`src/rtl/pixel_stream_pkg.sv`:
```
// Shared definitions for the packed-RGB stream sink.
//   - default frame geometry and the words-per-line it implies
//   - byte lanes of b/g/r within one unpacked pixel
//   - framing FSM state encodings
//   - bit positions of the sticky error flags
package pixel_stream_pkg;

    localparam int DEF_X_SIZE = 1280;
    localparam int DEF_Y_SIZE = 720;
    localparam int DEF_WPL    = (DEF_X_SIZE * 3) / 4;

    // Counter widths sized for the default geometry.
    localparam int X_W    = 11;
    localparam int Y_W    = 10;
    localparam int WCNT_W = 11;

    // Each pixel arrives as three consecutive bytes: b, g, r.
    localparam int B_LANE = 0;
    localparam int G_LANE = 1;
    localparam int R_LANE = 2;

    localparam int ACC_DEPTH  = 6;
    localparam int PUSH_BYTES = 4;
    localparam int POP_BYTES  = 3;

    typedef enum logic {
        ST_SYNC   = 1'b0,
        ST_ACTIVE = 1'b1
    } state_t;

    localparam int ERR_SOF_EARLY = 0;
    localparam int ERR_SOF_LATE  = 1;
    localparam int ERR_EOL_EARLY = 2;
    localparam int ERR_EOL_LATE  = 3;
    localparam int ERR_COUNT     = 4;

endpackage

```
`src/rtl/pixel_byte_accum.sv`:
```
// Six-byte accumulator: accepts one 32-bit word (4 bytes) and releases one
// 3-byte pixel from the head. Byte 0 of the register array is the head.
// Ports:
//   clk, rst     clock, asynchronous active-high reset
//   flush        discard all buffered bytes (a simultaneous push is kept)
//   push, din    append the 4 bytes of din, little-endian
//   pop          drop the 3 head bytes
//   cnt          current occupancy, 0..6
//   head         3 head bytes, byte k at head[8k+7:8k]
module pixel_byte_accum
    import pixel_stream_pkg::*;
(
    input  logic        clk,
    input  logic        rst,
    input  logic        flush,
    input  logic        push,
    input  logic        pop,
    input  logic [31:0] din,
    output logic [2:0]  cnt,
    output logic [23:0] head
);

    logic [7:0] byte_q [ACC_DEPTH];
    logic [7:0] byte_d [ACC_DEPTH];
    logic [2:0] cnt_q;
    logic [2:0] cnt_d;
    logic [2:0] base;

    always_comb begin
        byte_d = byte_q;
        cnt_d  = cnt_q;
        base   = cnt_q;
        if (flush) begin
            base  = 3'd0;
            cnt_d = 3'd0;
        end else if (pop) begin
            for (int i = 0; i < ACC_DEPTH - POP_BYTES; i++) begin
                byte_d[i] = byte_q[i + POP_BYTES];
            end
            base  = cnt_q - 3'd3;
            cnt_d = cnt_q - 3'd3;
        end
        // New bytes land right after whatever survives the pop/flush.
        if (push) begin
            for (int i = 0; i < ACC_DEPTH; i++) begin
                for (int k = 0; k < PUSH_BYTES; k++) begin
                    if ({1'b0, base} + 4'(k) == 4'(i)) begin
                        byte_d[i] = din[8*k +: 8];
                    end
                end
            end
            cnt_d = cnt_d + 3'd4;
        end
    end

    always_ff @(posedge clk or posedge rst) begin
        if (rst) begin
            cnt_q <= 3'd0;
            for (int i = 0; i < ACC_DEPTH; i++) begin
                byte_q[i] <= 8'h00;
            end
        end else begin
            cnt_q  <= cnt_d;
            byte_q <= byte_d;
        end
    end

    assign cnt  = cnt_q;
    assign head = {byte_q[2], byte_q[1], byte_q[0]};

endmodule

```
`src/rtl/pixel_unpacker.sv`:
```
// AXI4-Stream packed-RGB sink: unpacks 32-bit words (tuser = SOF,
// tlast = EOL) into one 24-bit pixel per handshake with x/y position,
// checks frame geometry and resynchronises on framing errors.
// Ports:
//   in_stream_aclk, periph_reset        clock, asynchronous active-high reset
//   in_stream_t*                        input stream (tkeep ignored)
//   r, g, b, pix_valid, pix_ready       pixel output handshake
//   x, y, sof, eol                      position and frame/line markers
//   err_*                               sticky framing errors, cleared by clr_err
//   frame_count                         complete error-free frames, wraps
//
// state  | meaning
// SYNC   | discarding words until one carries tuser
// ACTIVE | inside a frame, unpacking and checking geometry
module pixel_unpacker
    import pixel_stream_pkg::*;
#(
    parameter int X_SIZE     = DEF_X_SIZE,
    parameter int Y_SIZE     = DEF_Y_SIZE,
    parameter int FCNT_WIDTH = 16
)(
    input  logic                  in_stream_aclk,
    input  logic                  periph_reset,
    input  logic [31:0]           in_stream_tdata,
    input  logic [3:0]            in_stream_tkeep,
    input  logic                  in_stream_tlast,
    input  logic                  in_stream_tuser,
    input  logic                  in_stream_tvalid,
    output logic                  in_stream_tready,
    output logic [7:0]            r,
    output logic [7:0]            g,
    output logic [7:0]            b,
    output logic                  pix_valid,
    input  logic                  pix_ready,
    output logic [X_W-1:0]        x,
    output logic [Y_W-1:0]        y,
    output logic                  sof,
    output logic                  eol,
    output logic                  err_sof_early,
    output logic                  err_sof_late,
    output logic                  err_eol_early,
    output logic                  err_eol_late,
    input  logic                  clr_err,
    output logic [FCNT_WIDTH-1:0] frame_count
);

    localparam int WPL = (X_SIZE * 3) / 4;
    localparam logic [WCNT_W-1:0] WCNT_LAST = WCNT_W'(WPL - 1);
    localparam logic [Y_W-1:0]    LCNT_LAST = Y_W'(Y_SIZE - 1);
    localparam logic [X_W-1:0]    X_LAST    = X_W'(X_SIZE - 1);
    localparam logic [Y_W-1:0]    Y_LAST    = Y_W'(Y_SIZE - 1);

    state_t                state_q;
    state_t                state_d;
    logic                  rdy_en_q;
    logic [2:0]            cnt;
    logic [23:0]           head;
    logic [WCNT_W-1:0]     wcnt_q;
    logic [Y_W-1:0]        lcnt_q;
    logic [X_W-1:0]        x_q;
    logic [Y_W-1:0]        y_q;
    logic [ERR_COUNT-1:0]  err_q;
    logic [ERR_COUNT-1:0]  err_set;
    logic [FCNT_WIDTH-1:0] fcnt_q;
    logic                  accept;
    logic                  pop;
    logic                  flush;
    logic                  push;
    logic                  frame_start;
    logic                  word_adv;
    logic                  at_frame_start;
    logic                  chk_sof_early;
    logic                  chk_sof_late;
    logic                  chk_eol_early;
    logic                  chk_eol_late;
    logic                  tkeep_unused;

    assign tkeep_unused = ^in_stream_tkeep;

    // tready stays low for the first cycle after reset so that it reads 0
    // throughout reset even though SYNC otherwise accepts unconditionally.
    always_ff @(posedge in_stream_aclk or posedge periph_reset) begin
        if (periph_reset) begin
            rdy_en_q <= 1'b0;
        end else begin
            rdy_en_q <= 1'b1;
        end
    end

    // ready and valid are mutually exclusive in ACTIVE, so a word is only
    // ever taken when fewer than one whole pixel is buffered.
    assign in_stream_tready = (state_q == ST_SYNC) ? rdy_en_q : (cnt < 3'd3);
    assign pix_valid        = (state_q == ST_ACTIVE) && (cnt >= 3'd3);
    assign accept           = in_stream_tvalid & in_stream_tready;
    assign pop              = pix_valid & pix_ready;

    assign at_frame_start = (wcnt_q == '0) && (lcnt_q == '0);
    assign chk_sof_early  = in_stream_tuser & ~at_frame_start;
    assign chk_sof_late   = ~in_stream_tuser & at_frame_start;
    assign chk_eol_early  = in_stream_tlast & (wcnt_q != WCNT_LAST);
    assign chk_eol_late   = ~in_stream_tlast & (wcnt_q == WCNT_LAST);

    always_ff @(posedge in_stream_aclk or posedge periph_reset) begin
        if (periph_reset) begin
            state_q <= ST_SYNC;
        end else begin
            state_q <= state_d;
        end
    end

    always_comb begin
        state_d = state_q;
        case (state_q)
            ST_SYNC: begin
                if (accept && in_stream_tuser) begin
                    state_d = ST_ACTIVE;
                end
            end
            ST_ACTIVE: begin
                // An early SOF restarts in place; every other error resyncs.
                if (accept && !chk_sof_early &&
                    (chk_sof_late || chk_eol_early || chk_eol_late)) begin
                    state_d = ST_SYNC;
                end
            end
            default: state_d = ST_SYNC;
        endcase
    end

    always_comb begin
        push        = 1'b0;
        flush       = 1'b0;
        frame_start = 1'b0;
        word_adv    = 1'b0;
        err_set     = '0;
        case (state_q)
            ST_SYNC: begin
                if (accept && in_stream_tuser) begin
                    flush       = 1'b1;
                    push        = 1'b1;
                    frame_start = 1'b1;
                end
            end
            ST_ACTIVE: begin
                if (accept) begin
                    if (chk_sof_early) begin
                        err_set[ERR_SOF_EARLY] = 1'b1;
                        flush       = 1'b1;
                        push        = 1'b1;
                        frame_start = 1'b1;
                    end else if (chk_sof_late) begin
                        err_set[ERR_SOF_LATE] = 1'b1;
                        flush = 1'b1;
                    end else if (chk_eol_early) begin
                        err_set[ERR_EOL_EARLY] = 1'b1;
                        flush = 1'b1;
                    end else if (chk_eol_late) begin
                        err_set[ERR_EOL_LATE] = 1'b1;
                        flush = 1'b1;
                    end else begin
                        push     = 1'b1;
                        word_adv = 1'b1;
                    end
                end
            end
            default: ;
        endcase
    end

    pixel_byte_accum u_accum (
        .clk   (in_stream_aclk),
        .rst   (periph_reset),
        .flush (flush),
        .push  (push),
        .pop   (pop),
        .din   (in_stream_tdata),
        .cnt   (cnt),
        .head  (head)
    );

    always_ff @(posedge in_stream_aclk or posedge periph_reset) begin
        if (periph_reset) begin
            wcnt_q <= '0;
            lcnt_q <= '0;
        end else if (frame_start) begin
            // The SOF word itself is word 0, so the next expected is word 1.
            wcnt_q <= WCNT_W'(1);
            lcnt_q <= '0;
        end else if (word_adv) begin
            if (wcnt_q == WCNT_LAST) begin
                wcnt_q <= '0;
                lcnt_q <= (lcnt_q == LCNT_LAST) ? '0 : lcnt_q + 1'b1;
            end else begin
                wcnt_q <= wcnt_q + 1'b1;
            end
        end else if (flush) begin
            wcnt_q <= '0;
            lcnt_q <= '0;
        end
    end

    always_ff @(posedge in_stream_aclk or posedge periph_reset) begin
        if (periph_reset) begin
            x_q <= '0;
            y_q <= '0;
        end else if (frame_start) begin
            x_q <= '0;
            y_q <= '0;
        end else if (pop) begin
            if (x_q == X_LAST) begin
                x_q <= '0;
                y_q <= (y_q == Y_LAST) ? '0 : y_q + 1'b1;
            end else begin
                x_q <= x_q + 1'b1;
            end
        end
    end

    // Any error flushes the accumulator and resets position, so the last
    // pixel of a frame can only be emitted if the frame ran clean from SOF.
    always_ff @(posedge in_stream_aclk or posedge periph_reset) begin
        if (periph_reset) begin
            fcnt_q <= '0;
        end else if (pop && (x_q == X_LAST) && (y_q == Y_LAST)) begin
            fcnt_q <= fcnt_q + 1'b1;
        end
    end

    // A new error in the same cycle as clr_err keeps its flag set.
    always_ff @(posedge in_stream_aclk or posedge periph_reset) begin
        if (periph_reset) begin
            err_q <= '0;
        end else begin
            err_q <= (err_q & ~{ERR_COUNT{clr_err}}) | err_set;
        end
    end

    assign r             = head[8*R_LANE +: 8];
    assign g             = head[8*G_LANE +: 8];
    assign b             = head[8*B_LANE +: 8];
    assign x             = x_q;
    assign y             = y_q;
    assign sof           = pix_valid && (x_q == '0) && (y_q == '0);
    assign eol           = pix_valid && (x_q == X_LAST);
    assign err_sof_early = err_q[ERR_SOF_EARLY];
    assign err_sof_late  = err_q[ERR_SOF_LATE];
    assign err_eol_early = err_q[ERR_EOL_EARLY];
    assign err_eol_late  = err_q[ERR_EOL_LATE];
    assign frame_count   = fcnt_q;

endmodule

```
`config.mk`:
```
export PLATFORM = sky130hd
export DESIGN_NAME = pixel_unpacker
export DESIGN_NICKNAME = d
export VERILOG_FILES = /design/src/rtl/pixel_stream_pkg.sv /design/src/rtl/pixel_byte_accum.sv /design/src/rtl/pixel_unpacker.sv
export SDC_FILE = /design/constraint.sdc
export NUM_CORES = 1
export LEC_CHECK = 0
export ABC_AREA = 1
export ABC_CLOCK_PERIOD_IN_PS = 4850
export CORE_ASPECT_RATIO = 0.5
export CORE_MARGIN = 2
export CORE_UTILIZATION = 45
export DETAILED_ROUTE_END_ITERATION = 8
export GPL_TIMING_DRIVEN = 0
export PLACE_DENSITY = 0.67
export SETUP_SLACK_MARGIN = 0.5
export SLEW_MARGIN = 20
export SYNTH_ARGS = -nofsm -noshare
export SYNTH_HDL_FRONTEND = slang
export SYNTH_HIERARCHICAL = 1
export SYNTH_SLANG_ARGS = --single-unit
```
`constraint.sdc`:
```
create_clock -name in_stream_aclk -period 4.85 [get_ports in_stream_aclk]
set_input_delay 0.97 -clock in_stream_aclk [delete_from_list [all_inputs] [get_ports in_stream_aclk]]
set_output_delay 0.97 -clock in_stream_aclk [all_outputs]
set_load 0.03 [all_outputs]
```
==> results of run 1 <==
==> sequential cells by signal, summed over array words and instances (netlist names), 3 cells and up <==
signal and count:
u_accum/cnt 3, y 10, lcnt_q 10, u_accum/head 24, wcnt_q 11, x 11, err_q 4, u_accum/byte_q 24
frame_count 16
==> cells in the mapped netlist, drive strengths merged <==
cell / count
a21boi: 1
a21oi: 59
a31oi: 1
buf: 51
clkbuf: 13
conb: 1
dfrtp: 115
ha: 18
inv: 148
nand2: 476
nand3: 130
nand3b: 4
nand4: 41
nor2: 87
nor3: 17
nor3b: 2
nor4: 3
o211ai: 3
o21ai: 86
o22ai: 6
or2: 17
xnor2: 14
xor2: 24
==> metal layers <==
metal / wire length (um) / track usage (%) / vias to the layer above
li1: - / - / 4472
met1: 13990 / 40.51 / 4442
met2: 13800 / 48.67 / 405
met3: 2805 / 8.881 / 50
met4: 772 / 10.18 / 0
met5: 0 / 0 / -
==> report_power, final <==
part           total [mW]  internal, mW  switching [mW]  leakage (nW)
sequential           1.52          1.25           0.270          1.51
combinational        5.28          1.92            3.36          3.84
clock                1.32         0.811           0.509         0.290
total                8.12          3.99            4.14          5.63
==> cell type report <==
class                           count  area (um2)
Clock buffer                       17       425.4
Buffer                             64       427.9
Fill cell                        1875        8247
Clock inverter                     15       180.2
Multi-Input combinational cell    990        5065
Sequential cell                   115        2878
Inverter                          148       561.8
Tap cell                          266       332.8
Timing Repair Buffer              119        1206
==> critical path: stages, from the launching register on <==
cell                         delay, ns
sky130_fd_sc_hd__dfrtp_1          0.39
sky130_fd_sc_hd__buf_2            0.18
sky130_fd_sc_hd__inv_2            0.08
sky130_fd_sc_hd__ha_1             0.17
sky130_fd_sc_hd__nand2_1          0.09
sky130_fd_sc_hd__nor2_2           0.13
sky130_fd_sc_hd__nand3_1          0.10
sky130_fd_sc_hd__nand2_2          0.10
sky130_fd_sc_hd__inv_2            0.06
sky130_fd_sc_hd__nand2_2          0.11
sky130_fd_sc_hd__nand2_4          0.10
sky130_fd_sc_hd__inv_2            0.07
sky130_fd_sc_hd__buf_4            0.17
sky130_fd_sc_hd__nand2_2          0.09
sky130_fd_sc_hd__inv_2            0.11
sky130_fd_sc_hd__nand3_4          0.12
sky130_fd_sc_hd__buf_6            0.19
sky130_fd_sc_hd__nand2_4          0.13
sky130_fd_sc_hd__inv_2            0.07
sky130_fd_sc_hd__ha_1             0.30
sky130_fd_sc_hd__inv_2            0.11
sky130_fd_sc_hd__nand3_4          0.16
sky130_fd_sc_hd__nor2_4           0.29
sky130_fd_sc_hd__clkinvlp_4       0.23
sky130_fd_sc_hd__nand3_1          0.14
sky130_fd_sc_hd__nand2_1          0.06
sky130_fd_sc_hd__nand2_1          0.14
sky130_fd_sc_hd__nand2_1          0.07
==> repair_timing <==
action | in CTS | in global routing
pin swaps | 1 | 3
hold buffers | 0 | 0
endpoints found under the setup margin | 48 | 48
resized for setup | 12 | 25
buffers inserted | 1 | 9
==> cells by family after synthesis <==
logic type	count (synthesis)	synth area share, %
flip-flops	115	32.63
AND/OR/NAND/NOR	777	40.68
other	1	0.04252
XOR/XNOR	38	3.774
buffers and inverters	212	10.98
AO/OA/AOI/OAI	156	9.336
adder cells (fa/ha/maj)	18	2.554
==> path summary, 6_finish.rpt <==
check,startpoint,end,slack (ns)
setup / recovery,lcnt_q[0]$_DFFE_PP0P_,u_accum/byte_q[23]$_DFFE_PP0P_,0.76
hold / removal,lcnt_q[8]$_DFFE_PP0P_,lcnt_q[8]$_DFFE_PP0P_,0.48
setup reg to reg,lcnt_q[0]$_DFFE_PP0P_,u_accum/byte_q[23]$_DFFE_PP0P_,0.76
hold reg to reg,lcnt_q[8]$_DFFE_PP0P_,lcnt_q[8]$_DFFE_PP0P_,0.48
max in group asynchronous,periph_reset,u_accum/byte_q[8]$_DFFE_PP0P_,3.33
min in group asynchronous,periph_reset,frame_count[13]$_DFFE_PP0P_,0.87
==> metrics by stage <==
stage               setup slack, ns  TNS, ns  area, um2  hold slack (ns)  std cells
floorplan                    0.8957        0       8818           0.4367       1317
global route                 0.5407        0      11080           0.5028       1734
detailed placement          -0.6146   -8.751      10270           0.4627       1692
finish                       0.7562        0      11080           0.4759       1734
CTS                          0.5219        0      10930           0.4769       1725
global placement            -0.4494   -5.950      10220           0.4589       1690
==> impl_results.md, run 1 <==
* Nets in the synthesized netlist at 1378
* Wire length per cell after detailed routing at 18.09 um
* Placer's final routability congestion estimate at 1.036
* Startpoint type of the worst setup path: flop
* Core ar. at 19320 um2
* Skew-Pair Late Insertion Delay at 0.44 ns
* Required time at the endpoint of the critical path at 5.17 ns
* DRC violation count after routing at 0
* Post-route core utilization at 57.32%
* Avg Cell Area, Syn at 6.696 um2
* Floorplan die area at 20800 um2
* Share of layout cells above drive strength 1 at 14.51%
* Combined global-route utilization of all metal layers at 30.63%
* Post-synthesis register bit count at 115
* Area growth from synthesis to layout at 25.61%
* Sum of routed wire length over all layers at 31.36 mm
* Number of placement rows at 36
* Maximum VDD drop at 0.3569 mV
* CTS clock-pin slew for the worst setup and hold paths at 0.06 ns
* Pwr per Cell Area at 733.1 nW/um2
* Number of buffers on the longest clock path at 2
* Vertical die dimension at 103.0 um
* Warnings from Yosys at 6
* Portion of synthesized cell area occupied by the leading cell type at 32.63%
* Setup repair after global routing missed its margin: no
* Cells taking the most area after synthesis: sky130_fd_sc_hd__dfrtp_1 (33%), sky130_fd_sc_hd__nand2_1 (19%), sky130_fd_sc_hd__nand3_1 (7.1%)
* Post-route minimum period at 4.094 ns
* I/O pins at 112
* PortBufs at 107
* Via count of the first global-routing pass at 8855
* Largest area contributor in the synthesized netlist: sky130_fd_sc_hd__dfrtp_1
* Global route total overflow at 0
* Number of iterations in the first detailed-routing pass at 6
* Most common cell after layout, fill and taps aside: sky130_fd_sc_hd__nand2_1
* Via count at 9369
* Initial antenna violation count at 0
* Number of instances on the worst hold path at 2
* Data arrival time of the critical path at 4.41 ns
* Post-route fraction of the period consumed by the critical path at 84.41%
* CP endpoint kind: flop
* Mapped Cells at 1317
* Status: completed
* Die W at 202.0 um
* Wire length of the first global-routing pass at 47.86 mm
* Number of sinks handled by clock tree synthesis at 115
* Net count, final at 1516
* Maximum clock frequency at 0.2443 GHz
* Violation count after the first detailed-routing iteration at 939
* Count of max-cap constraint violations at 0
* Total half-perimeter wirelength after legalization and detailed placement at 23.11 mm
* Cells on worst reg2reg path at 27
* Final setup vio count at 0
* Final Skew at 0.007237 ns
* Start-to-end type of the worst setup path: reg -> reg
* Vias/cell at 5.403
* Ant. Diodes at 0
* CP Max Fanout at 10
* Count of cell types in the netlist at 41
* Post-synthesis sequential area ratio at 32.63%
* Final hold violation count at 0
* P_leak at 5.635 nW
* Clock tree from TritonCTS: done
* Worst slew margin relative to its limit at 55.49%
* Clock Root Buffer: sky130_fd_sc_hd__clkbuf_16
* H-Tree Level Count at 4
* Worst min path class: reg -> reg
* Final number of max-transition violations at 0
* Slew at the pin closest to its max-slew limit at 0.6676 ns
* Total design power at 8.121 mW
* Area of the mapped netlist at 8818 um2
* Starting density of the core at 45.64%
* Maximum number of pins on one net before global-route repair at 47
* Number of buffers created by CTS at 17
* Post-detailed-route count of antenna-violating nets at 0
* Top library cells by usage in the layout, fill and taps aside: sky130_fd_sc_hd__nand2_1 (447), sky130_fd_sc_hd__inv_1 (127), sky130_fd_sc_hd__nand3_1 (123)
Note: power is estimated with default switching activity, not from simulation.
==> inputs of run 2 (changes only) <==
--- a/config.mk
+++ b/config.mk
@@ -6,13 +6,13 @@
 export NUM_CORES = 1
 export LEC_CHECK = 0
 export ABC_AREA = 1
-export ABC_CLOCK_PERIOD_IN_PS = 4850
+export ABC_CLOCK_PERIOD_IN_PS = 3300
 export CORE_ASPECT_RATIO = 0.5
 export CORE_MARGIN = 2
 export CORE_UTILIZATION = 45
 export DETAILED_ROUTE_END_ITERATION = 8
 export GPL_TIMING_DRIVEN = 0
-export PLACE_DENSITY = 0.67
+export PLACE_DENSITY = 0.7
 export SETUP_SLACK_MARGIN = 0.5
 export SLEW_MARGIN = 20
 export SYNTH_ARGS = -nofsm -noshare
==> constraint.sdc (replaced) <==
create_clock -name in_stream_aclk -period 3.3 [get_ports in_stream_aclk]
set_input_delay 0.66 -clock in_stream_aclk [delete_from_list [all_inputs] [get_ports in_stream_aclk]]
set_output_delay 0.66 -clock in_stream_aclk [all_outputs]
set_load 0.03 [all_outputs]
==> run 2 against run 1 <==
Net effect:
- the flow now finishes with violations (setup timing)
- via count grew 7.9%
- flip-flop and latch count unchanged
- non-clock buffer count rose by 83
- critical path depth fell by 4
- combinational power up 100%
- power increased by 82%
- critical endpoint is now u_accum/byte_q[4]$_DFFE_PP0P_
==> impl_results.md, run 2 (synthesis results as in run 1) <==
* Status: finished, violations left
* Violated checks: setup timing
* Skew-Pair Late Insertion Delay at 0.43 ns (about the same)
* Data arrival time of the critical path at 3.88 ns (-0.53 ns)
* H-Tree Level Count at 4 (unchanged)
* Required time at the endpoint of the critical path at 3.61 ns (-1.56 ns)
* DRC violation count after routing at 0 (unchanged)
* Final-layout fill cell count at 1641 (-12%)
* Net count, final at 1603 (+5.7%)
* Sum of routed wire length over all layers at 34.04 mm (+8.6%)
* CP Max Fanout at 10 (unchanged)
* Placer's final routability congestion estimate at 1.031 (-0.42%)
* PortBufs at 107 (unchanged)
* Total half-perimeter wirelength after legalization and detailed placement at 22.29 mm (-3.5%)
* Die W at 202.0 um (unchanged)
* Wire length of the first global-routing pass at 50.58 mm (+5.7%)
* Setup repair after global routing missed its margin: yes
* Vias/cell at 5.553 (+2.8%)
* Most common cell after layout, fill and taps aside: sky130_fd_sc_hd__nand2_1
* Core ar. at 19320 um2 (unchanged)
* Via count at 10106 (+7.9%)
* Post-route minimum period at 3.568 ns (-0.5262 ns)
* Top library cells by usage in the layout, fill and taps aside: sky130_fd_sc_hd__nand2_1 (393), sky130_fd_sc_hd__inv_1 (119), sky130_fd_sc_hd__dfrtp_1 (113)
* Slew at the pin closest to its max-slew limit at 0.9517 ns (+0.2842 ns)
* Ant. Diodes at 0 (unchanged)
* Wire length per cell after detailed routing at 18.71 um (+3.4%)
* CP endpoint kind: flop
* Start-to-end type of the worst setup path: reg -> reg
* Worst min path class: reg -> reg
* Initial antenna violation count at 0 (unchanged)
* Clock Root Buffer: sky130_fd_sc_hd__clkbuf_16
* Final sum of negative setup slack at -9.113 ns (-9.113 ns)
* P_leak at 6.318 nW (+12%)
* Pwr per Cell Area at 1149 nW/um2 (+57%)
* Post-detailed-route count of antenna-violating nets at 0 (unchanged)
* Count of max-cap constraint violations at 0 (unchanged)
* Post-route fraction of the period consumed by the critical path at 108.1% (+24 points)
* Maximum number of pins on one net before global-route repair at 43 (-8.5%)
* I/O pins at 112 (unchanged)
* Number of buffers created by CTS at 17 (unchanged)
* Combined global-route utilization of all metal layers at 31.62% (+1.0 points)
* Number of iterations in the first detailed-routing pass at 6 (unchanged)
* Starting density of the core at 45.64% (unchanged)
* Final setup vio count at 49 (+49)
* Violation count after the first detailed-routing iteration at 1051 (+12%)
* Worst slew margin relative to its limit at 36.55% (-19 points)
* Clock tree from TritonCTS: done
* Share of layout cells above drive strength 1 at 27.99% (+13 points)
* Floorplan die area at 20800 um2 (unchanged)
* Final Skew at 0.01129 ns (+0.004052 ns)
* Startpoint type of the worst setup path: flop
* CTS clock-pin slew for the worst setup and hold paths at 0.06 ns (about the same)
* Number of buffers on the longest clock path at 2 (unchanged)
* Maximum clock frequency at 0.2803 GHz (+15%)
* Final number of max-transition violations at 0 (unchanged)
* Number of placement rows at 36 (unchanged)
* Hold buffer count at cts at 0 (unchanged)
* Final worst setup slack at -0.2676 ns (-1.024 ns)
* Final hold violation count at 0 (unchanged)
* Number of sinks handled by clock tree synthesis at 115 (unchanged)
* Area growth from synthesis to layout at 45.50%
* Global route total overflow at 0 (unchanged)
* Maximum VDD drop at 0.5769 mV (+62%)
* Total design power at 14.75 mW (+82%)
* Vertical die dimension at 103.0 um (unchanged)
* Via count of the first global-routing pass at 9500 (+7.3%)
run 2: metrics by stage:
stage               util (%)  worst slack [ns]  cell area [um2]  hold WS [ns]  instances
global placement       54.22           -0.7042            10480        0.4577       1690
global route           66.40           -0.3951            12830        0.4837       1820
floorplan                  -           0.01753             9072        0.4334       1317
detailed placement     54.44           -0.7036            10520        0.4607       1692
finish                 66.40           -0.2676            12830        0.4653       1820
CTS                    62.65           0.01096            12110        0.4641       1799
run 2: where the power goes:
part,internal [mW],total (mW),switching [mW]
Clock,1.13,1.89,0.759
Sequential,1.84,2.23,0.391
Combinational,4.46,10.6,6.17
Total,7.43,14.7,7.32
run 2: layout make-up:
type | count | area (um2) | share of cell area (%)
Inverter | 148 | 623.1 | 4.856
Timing Repair Buffer | 202 | 2062 | 16.07
Sequential cell | 115 | 2880 | 22.45
Buffer | 64 | 549.3 | 4.281
Tap cell | 266 | 332.8 | 2.594
Clock buffer | 19 | 442.9 | 3.452
Multi-Input combinational cell | 994 | 5808 | 45.27
Clock inverter | 12 | 132.6 | 1.034
run 2: per-layer routing:
| layer | vias up | global-route usage (%) | part of all wire (%) |
|---|---|---|---|
| met5 | - | 0 | 0 |
| met4 | 0 | 13.86 | 4.3 |
| met3 | 133 | 6.100 | 8.2 |
| met2 | 563 | 53.03 | 46 |
| met1 | 4743 | 40.53 | 42 |
| li1 | 4667 | - | - |
run 2: path summary, 6_finish.rpt:
check                                         startpoint                             end  slack [ns]  depth (start not counted)
max                                wcnt_q[0]$_DFFE_PP0P_   u_accum/byte_q[4]$_DFFE_PP0P_       -0.27                         23
min                        u_accum/byte_q[6]$_DFFE_PP0P_   u_accum/byte_q[6]$_DFFE_PP0P_        0.47                          2
max reg2reg                        wcnt_q[0]$_DFFE_PP0P_   u_accum/byte_q[4]$_DFFE_PP0P_       -0.27                         23
min reg2reg                u_accum/byte_q[6]$_DFFE_PP0P_   u_accum/byte_q[6]$_DFFE_PP0P_        0.47                          2
max in group asynchronous                   periph_reset  u_accum/byte_q[11]$_DFFE_PP0P_        2.14                          3
min in group asynchronous                   periph_reset           lcnt_q[8]$_DFFE_PP0P_        0.58                          2
run 2: worst max-delay path, stage by stage (launching register included):
cell and delay [ns]:
sky130_fd_sc_hd__dfrtp_1 0.42, sky130_fd_sc_hd__ha_2 0.23, sky130_fd_sc_hd__nand2_2 0.07, sky130_fd_sc_hd__nor2_4 0.14
sky130_fd_sc_hd__nand3_4 0.09, sky130_fd_sc_hd__inv_2 0.06, sky130_fd_sc_hd__nand4_1 0.16, sky130_fd_sc_hd__ha_1 0.35
sky130_fd_sc_hd__nand2_1 0.07, sky130_fd_sc_hd__nand2_2 0.11, sky130_fd_sc_hd__nand2_4 0.09, sky130_fd_sc_hd__inv_6 0.08
sky130_fd_sc_hd__buf_8 0.10, sky130_fd_sc_hd__nand3_4 0.09, sky130_fd_sc_hd__buf_12 0.16, sky130_fd_sc_hd__buf_12 0.12
sky130_fd_sc_hd__ha_4 0.27, sky130_fd_sc_hd__nand2_2 0.18, sky130_fd_sc_hd__inv_4 0.16, sky130_fd_sc_hd__nand2_1 0.06
sky130_fd_sc_hd__nand3_1 0.11, sky130_fd_sc_hd__o21ai_0 0.12, sky130_fd_sc_hd__nand2_1 0.13, sky130_fd_sc_hd__nand2_1 0.06
run 2: what timing repair did:
action / in CTS / in global routing
pin swaps: 92 / 76
setup buffers: 70 / 19
gates cloned: 6 / 2
endpoints found under the setup margin: 51 / 74
gates resized for setup: 110 / 142
hold endpoints to repair: 0 / 0
